`src/rtl/i2c_xfer_sequencer.sv`:
```
// -----------------------------------------------------------------------------
// i2c_xfer_sequencer
//
// Purpose:
//   Converts single-byte I2C register commands into the AXI4-Lite register
//   accesses that drive an OpenCores-style I2C master bridge. The bridge
//   register file is PRERlo/PRERhi/CTR/TXR-RXR/CR-SR at index 0..4.
//   After reset the prescaler is programmed and the core enabled. Each
//   command is then sequenced as START/WR/RD/STOP byte phases. SR.TIP is
//   polled between phases, and one response is returned per command.
//
// Ports:
//   clk, rst              system clock, synchronous active-high reset
//   cmd_valid/cmd_ready   command handshake (ready only while idle)
//   cmd_rd                1 = register read, 0 = register write
//   cmd_dev/reg/wdata     7-bit device address, register address, write byte
//   rsp_valid             one-cycle completion pulse (no backpressure)
//   rsp_rdata             read byte (0 for writes and on error)
//   rsp_err               00 ok, 01 NACK, 10 AXI error, 11 poll timeout
//   m_axi_aw*/w*/b*       AXI4-Lite write master
//   m_axi_ar*/r*          AXI4-Lite read master
// -----------------------------------------------------------------------------
module i2c_xfer_sequencer #(
   parameter int                          C_AXI_DATA_WIDTH = 32,
   parameter int                          C_AXI_ADDR_WIDTH = 28,
   parameter logic [C_AXI_ADDR_WIDTH-1:0] BASE_ADDR        = '0,
   parameter int                          REG_STRIDE       = 1,
   parameter logic [15:0]                 PRESCALE         = 16'd99,
   parameter int                          POLL_LIMIT       = 1024
) (
   input  logic                          clk,
   input  logic                          rst,
   input  logic                          cmd_valid,
   output logic                          cmd_ready,
   input  logic                          cmd_rd,
   input  logic [6:0]                    cmd_dev,
   input  logic [7:0]                    cmd_reg,
   input  logic [7:0]                    cmd_wdata,
   output logic                          rsp_valid,
   output logic [7:0]                    rsp_rdata,
   output logic [1:0]                    rsp_err,
   output logic                          m_axi_awvalid,
   input  logic                          m_axi_awready,
   output logic [C_AXI_ADDR_WIDTH-1:0]   m_axi_awaddr,
   output logic [2:0]                    m_axi_awprot,
   output logic                          m_axi_wvalid,
   input  logic                          m_axi_wready,
   output logic [C_AXI_DATA_WIDTH-1:0]   m_axi_wdata,
   output logic [C_AXI_DATA_WIDTH/8-1:0] m_axi_wstrb,
   input  logic                          m_axi_bvalid,
   output logic                          m_axi_bready,
   input  logic [1:0]                    m_axi_bresp,
   output logic                          m_axi_arvalid,
   input  logic                          m_axi_arready,
   output logic [C_AXI_ADDR_WIDTH-1:0]   m_axi_araddr,
   output logic [2:0]                    m_axi_arprot,
   input  logic                          m_axi_rvalid,
   output logic                          m_axi_rready,
   input  logic [C_AXI_DATA_WIDTH-1:0]   m_axi_rdata,
   input  logic [1:0]                    m_axi_rresp
);

   localparam int STRB_W = C_AXI_DATA_WIDTH / 8;
   localparam int POLL_W = $clog2(POLL_LIMIT + 1);

   // Bridge register indices (TXR/RXR and CR/SR share an index).
   localparam logic [2:0] IDX_CTR = 3'd2;
   localparam logic [2:0] IDX_TXR = 3'd3;
   localparam logic [2:0] IDX_CR  = 3'd4;

   // CR command bytes: STA=0x80 STO=0x40 RD=0x20 WR=0x10 ACK=0x08.
   localparam logic [7:0] CR_STA_WR   = 8'h90;
   localparam logic [7:0] CR_WR       = 8'h10;
   localparam logic [7:0] CR_WR_STO   = 8'h50;
   localparam logic [7:0] CR_RD_NSTO  = 8'h68;
   localparam logic [7:0] CR_STO      = 8'h40;
   localparam logic [7:0] CTR_EN      = 8'h80;

   localparam logic [1:0] ERR_OK   = 2'b00;
   localparam logic [1:0] ERR_NACK = 2'b01;
   localparam logic [1:0] ERR_AXI  = 2'b10;
   localparam logic [1:0] ERR_TMO  = 2'b11;

   typedef enum logic [3:0] {
      S_INIT, S_IDLE, S_TXR, S_CR, S_POLL, S_RXR, S_NSTOP_CR, S_NSTOP_POLL, S_RESP
   } state_t;

   // AXI access engine: one access in flight at a time, the result is
   // captured into registers and consumed by the sequencer in A_DONE.
   typedef enum logic [2:0] {A_IDLE, A_WR, A_B, A_AR, A_R, A_DONE} acc_t;

   state_t              state;
   acc_t                acc_st;
   logic                rd_q;
   logic [6:0]          dev_q;
   logic [7:0]          reg_q;
   logic [7:0]          wdata_q;
   logic [1:0]          phase_q;      // byte phase within the command
   logic [1:0]          init_step_q;  // PRERlo, PRERhi, CTR
   logic [POLL_W-1:0]   poll_cnt_q;
   logic                reinit_q;     // re-run INIT after the response
   logic [1:0]          resp_q;       // captured bresp/rresp
   logic [7:0]          rbyte_q;      // captured read byte

   // Access target for the current state.
   logic                        acc_rd;
   logic [2:0]                  acc_idx;
   logic [7:0]                  acc_byte;
   logic [C_AXI_ADDR_WIDTH-1:0] acc_addr;
   logic                        acc_needed;
   logic                        last_phase;
   logic                        read_phase;

   assign m_axi_awprot = 3'b000;
   assign m_axi_arprot = 3'b000;

   assign acc_addr   = BASE_ADDR + C_AXI_ADDR_WIDTH'(acc_idx) * C_AXI_ADDR_WIDTH'(REG_STRIDE);
   assign acc_needed = (state != S_IDLE) && (state != S_RESP);
   // Reads end with a receive phase (3); writes end after the data byte (2).
   assign read_phase = rd_q && (phase_q == 2'd3);
   assign last_phase = rd_q ? (phase_q == 2'd3) : (phase_q == 2'd2);

   // NOTE: every output of a combinational block gets a default first so no
   // path leaves it unassigned, which would infer a latch.
   always_comb begin
      acc_rd   = 1'b0;
      acc_idx  = IDX_CR;
      acc_byte = 8'h00;
      case (state)
         S_INIT: begin
            acc_idx = {1'b0, init_step_q};
            case (init_step_q)
               2'd0:    acc_byte = PRESCALE[7:0];
               2'd1:    acc_byte = PRESCALE[15:8];
               default: acc_byte = CTR_EN;
            endcase
            if (init_step_q == 2'd3) acc_idx = IDX_CTR;
         end
         S_TXR: begin
            acc_idx = IDX_TXR;
            case (phase_q)
               2'd0:    acc_byte = {dev_q, 1'b0};
               2'd1:    acc_byte = reg_q;
               default: acc_byte = rd_q ? {dev_q, 1'b1} : wdata_q;
            endcase
         end
         S_CR: begin
            case (phase_q)
               2'd0:    acc_byte = CR_STA_WR;
               2'd1:    acc_byte = CR_WR;
               2'd2:    acc_byte = rd_q ? CR_STA_WR : CR_WR_STO;
               default: acc_byte = CR_RD_NSTO;
            endcase
         end
         S_NSTOP_CR:             acc_byte = CR_STO;
         S_POLL, S_NSTOP_POLL:   acc_rd   = 1'b1;
         S_RXR: begin
            acc_rd  = 1'b1;
            acc_idx = IDX_TXR;
         end
         default: ;
      endcase
   end

   task automatic respond(input logic [1:0] err, input logic [7:0] data);
      rsp_valid <= 1'b1;
      rsp_err   <= err;
      rsp_rdata <= data;
      reinit_q  <= err[1];
      state     <= S_RESP;
   endtask

   // NOTE: state registers use non-blocking assignments so every register
   // samples the pre-edge values, independent of statement order.
   always_ff @(posedge clk) begin
      if (rst) begin
         state         <= S_INIT;
         acc_st        <= A_IDLE;
         cmd_ready     <= 1'b0;
         rsp_valid     <= 1'b0;
         rsp_rdata     <= 8'h00;
         rsp_err       <= 2'b00;
         m_axi_awvalid <= 1'b0;
         m_axi_awaddr  <= '0;
         m_axi_wvalid  <= 1'b0;
         m_axi_wdata   <= '0;
         m_axi_wstrb   <= '0;
         m_axi_bready  <= 1'b0;
         m_axi_arvalid <= 1'b0;
         m_axi_araddr  <= '0;
         m_axi_rready  <= 1'b0;
         rd_q          <= 1'b0;
         dev_q         <= '0;
         reg_q         <= '0;
         wdata_q       <= '0;
         phase_q       <= '0;
         init_step_q   <= '0;
         poll_cnt_q    <= '0;
         reinit_q      <= 1'b0;
         resp_q        <= '0;
         rbyte_q       <= '0;
      end else begin
         // ---------------- AXI access engine ----------------
         case (acc_st)
            A_IDLE: if (acc_needed) begin
               if (acc_rd) begin
                  m_axi_arvalid <= 1'b1;
                  m_axi_araddr  <= acc_addr;
                  acc_st        <= A_AR;
               end else begin
                  m_axi_awvalid <= 1'b1;
                  m_axi_wvalid  <= 1'b1;
                  m_axi_awaddr  <= acc_addr;
                  m_axi_wdata   <= {STRB_W{acc_byte}};
                  m_axi_wstrb   <= STRB_W'(1'b1) << acc_addr[1:0];
                  acc_st        <= A_WR;
               end
            end
            A_WR: begin
               if (m_axi_awready) m_axi_awvalid <= 1'b0;
               if (m_axi_wready)  m_axi_wvalid  <= 1'b0;
               // Both channels done (earlier or on this edge): open B.
               if ((!m_axi_awvalid || m_axi_awready) && (!m_axi_wvalid || m_axi_wready)) begin
                  m_axi_bready <= 1'b1;
                  acc_st       <= A_B;
               end
            end
            A_B: if (m_axi_bvalid) begin
               m_axi_bready <= 1'b0;
               resp_q       <= m_axi_bresp;
               acc_st       <= A_DONE;
            end
            A_AR: if (m_axi_arready) begin
               m_axi_arvalid <= 1'b0;
               m_axi_rready  <= 1'b1;
               acc_st        <= A_R;
            end
            A_R: if (m_axi_rvalid) begin
               m_axi_rready <= 1'b0;
               resp_q       <= m_axi_rresp;
               rbyte_q      <= m_axi_rdata[{m_axi_araddr[1:0], 3'b000} +: 8];
               acc_st       <= A_DONE;
            end
            default: acc_st <= A_IDLE;
         endcase

         // ---------------- command sequencer ----------------
         case (state)
            S_IDLE: if (cmd_valid && cmd_ready) begin
               cmd_ready <= 1'b0;
               rd_q      <= cmd_rd;
               dev_q     <= cmd_dev;
               reg_q     <= cmd_reg;
               wdata_q   <= cmd_wdata;
               phase_q   <= 2'd0;
               state     <= S_TXR;
            end
            S_RESP: begin
               rsp_valid <= 1'b0;
               if (reinit_q) begin
                  init_step_q <= 2'd0;
                  state       <= S_INIT;
               end else begin
                  cmd_ready <= 1'b1;
                  state     <= S_IDLE;
               end
            end
            default: if (acc_st == A_DONE) begin
               if (resp_q != 2'b00) begin
                  if (state == S_INIT) init_step_q <= 2'd0;
                  else                 respond(ERR_AXI, 8'h00);
               end else begin
                  case (state)
                     S_INIT: begin
                        if (init_step_q == 2'd2) begin
                           cmd_ready <= 1'b1;
                           state     <= S_IDLE;
                        end else begin
                           init_step_q <= init_step_q + 2'd1;
                        end
                     end
                     S_TXR: state <= S_CR;
                     S_CR: begin
                        poll_cnt_q <= '0;
                        state      <= S_POLL;
                     end
                     S_POLL: begin
                        if (rbyte_q[1]) begin
                           if (poll_cnt_q == POLL_W'(POLL_LIMIT - 1)) respond(ERR_TMO, 8'h00);
                           else poll_cnt_q <= poll_cnt_q + POLL_W'(1);
                        end else if (!read_phase && rbyte_q[7]) begin
                           state <= S_NSTOP_CR;
                        end else if (last_phase) begin
                           if (rd_q) state <= S_RXR;
                           else      respond(ERR_OK, 8'h00);
                        end else begin
                           phase_q <= phase_q + 2'd1;
                           // The receive phase has no TXR write.
                           state   <= (rd_q && phase_q == 2'd2) ? S_CR : S_TXR;
                        end
                     end
                     S_RXR: respond(ERR_OK, rbyte_q);
                     S_NSTOP_CR: begin
                        poll_cnt_q <= '0;
                        state      <= S_NSTOP_POLL;
                     end
                     S_NSTOP_POLL: begin
                        if (rbyte_q[1]) begin
                           if (poll_cnt_q == POLL_W'(POLL_LIMIT - 1)) respond(ERR_TMO, 8'h00);
                           else poll_cnt_q <= poll_cnt_q + POLL_W'(1);
                        end else begin
                           respond(ERR_NACK, 8'h00);
                        end
                     end
                     default: ;
                  endcase
               end
            end
         endcase
      end
   end

endmodule

```
`config.mk`:
```
export PLATFORM = sky130hd
export DESIGN_NAME = i2c_xfer_sequencer
export DESIGN_NICKNAME = d
export VERILOG_FILES = /design/src/rtl/i2c_xfer_sequencer.sv
export SDC_FILE = /design/constraint.sdc
export NUM_CORES = 1
export LEC_CHECK = 0
export BUFFER_PORTS_ARGS = -buffer_cell sky130_fd_sc_hd__buf_2
export CORE_ASPECT_RATIO = 1.5
export CORE_MARGIN = 2
export CORE_UTILIZATION = 45
export CTS_BUF_LIST = sky130_fd_sc_hd__clkbuf_16
export DETAILED_ROUTE_END_ITERATION = 16
export GPL_ROUTABILITY_DRIVEN = 0
export PLACE_DENSITY = 0.73
export SLEW_MARGIN = 40
export SYNTH_ARGS = -nofsm -noshare
export SYNTH_HDL_FRONTEND = slang
export SYNTH_SLANG_ARGS = --single-unit
```
`constraint.sdc`:
```
create_clock -name clk -period 4.28 [get_ports clk]
set_input_delay 0 -clock clk [delete_from_list [all_inputs] [get_ports clk]]
set_output_delay 0 -clock clk [all_outputs]
set_load 0.02 [all_outputs]
```
==> results by group <==
Status
  – Status: finished, final reports clean

Yosys
  – Simple-gate share of the synthesized area: 0.218
  – Seq/Total Area, Yosys: 0.342
  – Post-synthesis adder-cell area fraction: 0.0279
  – Main combinational cell family by area after synthesis: simple AND/OR/NAND/NOR gates
  – Synth Warn #: 0
  – Post-synthesis instance total: 660
  – Post-synth EDFFs: 0
  – Compound-cell area share of the yosys netlist: 0.207
  – Largest area contributor in the netlist: dfxtp_1
  – Mapped Area: ~5400 µm²
  – Netlist cell types: 69
  – Synthesis-stage register bit count: 92
  – Share of the synthesized area in the top cell type: 0.342
  – Synth area leaders: dfxtp_1, buf_4, nand2_1, a21oi_1, mux4_2
  – Async set or reset register ratio after synthesis: 0
  – Multiplexer area fraction after synthesis: 0.0434
  – Xor and xnor area share after synthesis: 0.00650
  – Average size of a mapped cell: ~8.2 µm²
  – Dominant synthesized flop cell: dfxtp_1

Clock tree
  – Clock latency on the worst-skew pair: ~0.35 ns
  – CTS tree: yes
  – Clock sinks: 92
  – CTS Buffer Depth: 2
  – Max H-tree Level: 3
  – # resized after CTS: 0
  – Number of buffers created by CTS: 9
  – Clock Pin Slew Worst Setup and Hold Paths: 0.06 ns
  – Clock Tree Root: clkbuf_16

Place
  – Placed Area: between 5000 and 6000 µm²
  – Worst slack, placed: approximately 1.4 ns
  – DP HPWL: about 9500 µm
  – Count of input and output buffers: 126

Worst setup path
  – Critical Path Sink Type: register
  – CP arrival: 3.11 ns
  – CP Max Fanout: 26
  – Worst Path Required: 4.51 ns
  – Register-to-Register Setup Slack: 1.40 ns
  – Worst-path cell chain: nor2b_1 -> a2111o_1 -> a211oi_4 -> and2_1 -> o21ai_2
  – End of the critical path: rsp_rdata[0]$_SDFFE_PP0P_
  – CP max stage delay: roughly 0.85 ns
  – Worst setup SP type: register
  – Worst Setup SP: state[0]$_SDFFE_PP0P_
  – Slowest-stage cell, CP: dfxtp_1
  – Worst reg2reg path depth: 5
  – RR Endpoint: rsp_rdata[0]$_SDFFE_PP0P_
  – WS Path Type: reg2reg
  – Worst r2r src: state[0]$_SDFFE_PP0P_

STA
  – Final hold viol count: 0
  – Unrepaired setup endpoints after global routing: no
  – Clock skew: 0.00990 ns
  – Slew @ Worst Pin: 0.814 ns
  – Final WS setup: between 1 and 1.5 ns
  – Setup TNS: 0 ns
  – Clock period minus worst slack: 2.88 ns
  – Max_slew headroom: 0.457
  – Fin crit share: 0.674
  – F_max: roughly 350 MHz
  – Max Slew Vio Count: 0
  – Final setup violation count: 0

Finish
  – Post-route cell area: 6190 µm²
  – Register area: 1840 µm²
  – Most frequent cells in the layout: buf_2, nand2_1, dfxtp_1, a21oi_1, conb_1
  – Commonest non-fill, non-tap cell in the layout: buf_2
  – Syn-to-layout area delta: 15.0%
  – Multi-input gate area: 2930 µm²
  – Share of layout cells above drive strength 1: 0.235
  – # fillers: ~1100
  – Util after Layout: 0.523
  – Nets: 844
  – ANT cells: 0

Route
  – Via density: 5.30
  – DR iter-0 viols: just under 300
  – Vias: 4868
  – DRC errors left: 0
  – First-pass DRT Iterations: 6
  – Routed WL: 13100 µm
  – Remaining antenna violation count: 0
  – Wire length per cell: about 14 µm

Power and ir drop
  – Max IR drop VDD: 0.203 mV
  – Clock share of power: 0.296
  – Pwr Density: 381 nW/µm²
  – Switching Share: 0.347
  – P_sw: between 0.8 and 0.9 mW
  – Sequential share of power: 0.419
  – Overall Power: 2.36 mW
  – Internal: 1.54 mW
  – Gate power share: 0.285
  – LEAKAGE: roughly 2.5 nW

Global route
  – Vias in the first global route: around 4500
  – Met1 GRT Util: 0.227
  – Met3 Use GR: 0.0425
  – Met2 Resource Use GR: 0.350
  – Top Usage Layer GRT: met2
  – GRT overflow: 0
  – Largest net degree at the start of global routing: between 50 and 60
  – Initial antenna violation count: 0
  – First-pass GRT wire length: 20900 µm
  – GRT Total Usage: 0.200

Floorplan
  – Die Width: between 90 and 100 µm
  – Site Rows: 49
  – Initial Util: 0.455
  – Boundary pin count: 183
  – Die area: 12900 µm²
  – Core Area: 11800 µm²
  – Die Y: 138 µm

Flow run
  – Maxcap violations: 0

Worst hold path
  – HP Class: in2reg
-- worst max-delay path: cells and delay by family (launching register included) --
family             cells  cell delay (ns)
AOI/OAI and AO/OA      3             1.17
and+or+nand+nor        2             0.73
DFF                    1             0.85
-- state kept, by name, summed over array words and instances, names as in the netlist, 2 cells and up --
name	cells
wdata_q	8
m_axi_araddr	3
m_axi_wdata	8
init_step_q	2
rsp_rdata	8
m_axi_wstrb	4
acc_st	3
reg_q	8
dev_q	7
phase_q	2
rbyte_q	8
m_axi_awaddr	3
resp_q	2
state	4
rsp_err	2
poll_cnt_q	11
-- per-layer routing --
metal | share of wire | up-vias
met3 | 0.059 | 35
met1 | 0.39 | 2242
met4 | 0.035 | 0
met2 | 0.51 | 193
met5 | 0 | -
li1 | - | 2398
-- what timing repair did --
action | in CTS | in global routing
hold buffers | 26 | 0
setup buffers | 0 | 0
hold endpoints to repair | 26 | 0
-- how the worst min path moves through the flow --
| stage | start | end | slack, ns | cells after the start |
|---|---|---|---|---|
| floorplan | m_axi_awready | m_axi_awvalid$_SDFFE_PP0P_ | 0.1 | 1 |
| global placement | m_axi_wready | m_axi_wvalid$_SDFFE_PP0P_ | 0.20 | 2 |
| detailed placement | m_axi_wready | m_axi_wvalid$_SDFFE_PP0P_ | 0.21 | 2 |
| CTS | rst | init_step_q[1]$_SDFFE_PP0P_ | 0.02 | 2 |
| global route | rst | init_step_q[1]$_SDFFE_PP0P_ | 0.04 | 2 |
| finish | rst | init_step_q[1]$_SDFFE_PP0P_ | 0.01 | 2 |
-- per-stage QoR --
| stage | instances | hold WS [ns] |
|---|---|---|
| 6_report | 919 | 0.0115 |
| 5_1_grt | 919 | 0.0442 |
| 4_1_cts | 919 | 0.0173 |
| 3_5_place_dp | 880 | 0.205 |
| 3_3_place_gp | 880 | 0.202 |
| 2_1_floorplan | 715 | 0.0957 |
-- cell type report --
class                      instances  area share
timing repair buffer             157       0.150
tap                              153      0.0309
multi-input combinational        490       0.474
sequential                        92       0.298
inverter                          14     0.00848
clock inverter                     4     0.00323
clock buffer                       9      0.0364
-- logic make-up after synthesis --
kind of cell | count (synthesis)
mux | 13
fa+ha+maj | 12
compound gates | 165
simple gates | 240
buf+inv | 133
flops | 92
xor+xnor | 4
other cells | 1
-- synth_stat cells (5+ instances only) --
master    number
nand2_1      110
dfxtp_1       92
buf_4         82
a21oi_1       77
nor2_1        30
clkbuf_1      26
o21ai_0       18
inv_1         13
nor3_1        13
ha_1          12
nand4_1       12
nor2b_1       11
nand3_1       10
o21ai_2        9
and2_1         8
mux4_2         8
nand2b_1       8
a211oi_1       7
or2_2          7
o31ai_1        6
or3_1          6
a222oi_1       5
buf_2          5
-- power groups by stage --
stage / logic [mW] / registers (mW) / clock network (mW)
finish: 0.673 / 0.986 / 0.698
global route: 0.733 / 1.00 / 0.740
CTS: 0.674 / 0.984 / 0.710
detailed placement: 0.652 / 1.00 / 0
global placement: 0.646 / 1.00 / 0
floorplan: 0.529 / 1.02 / 0
Note: power is estimated with default switching activity, not from simulation.
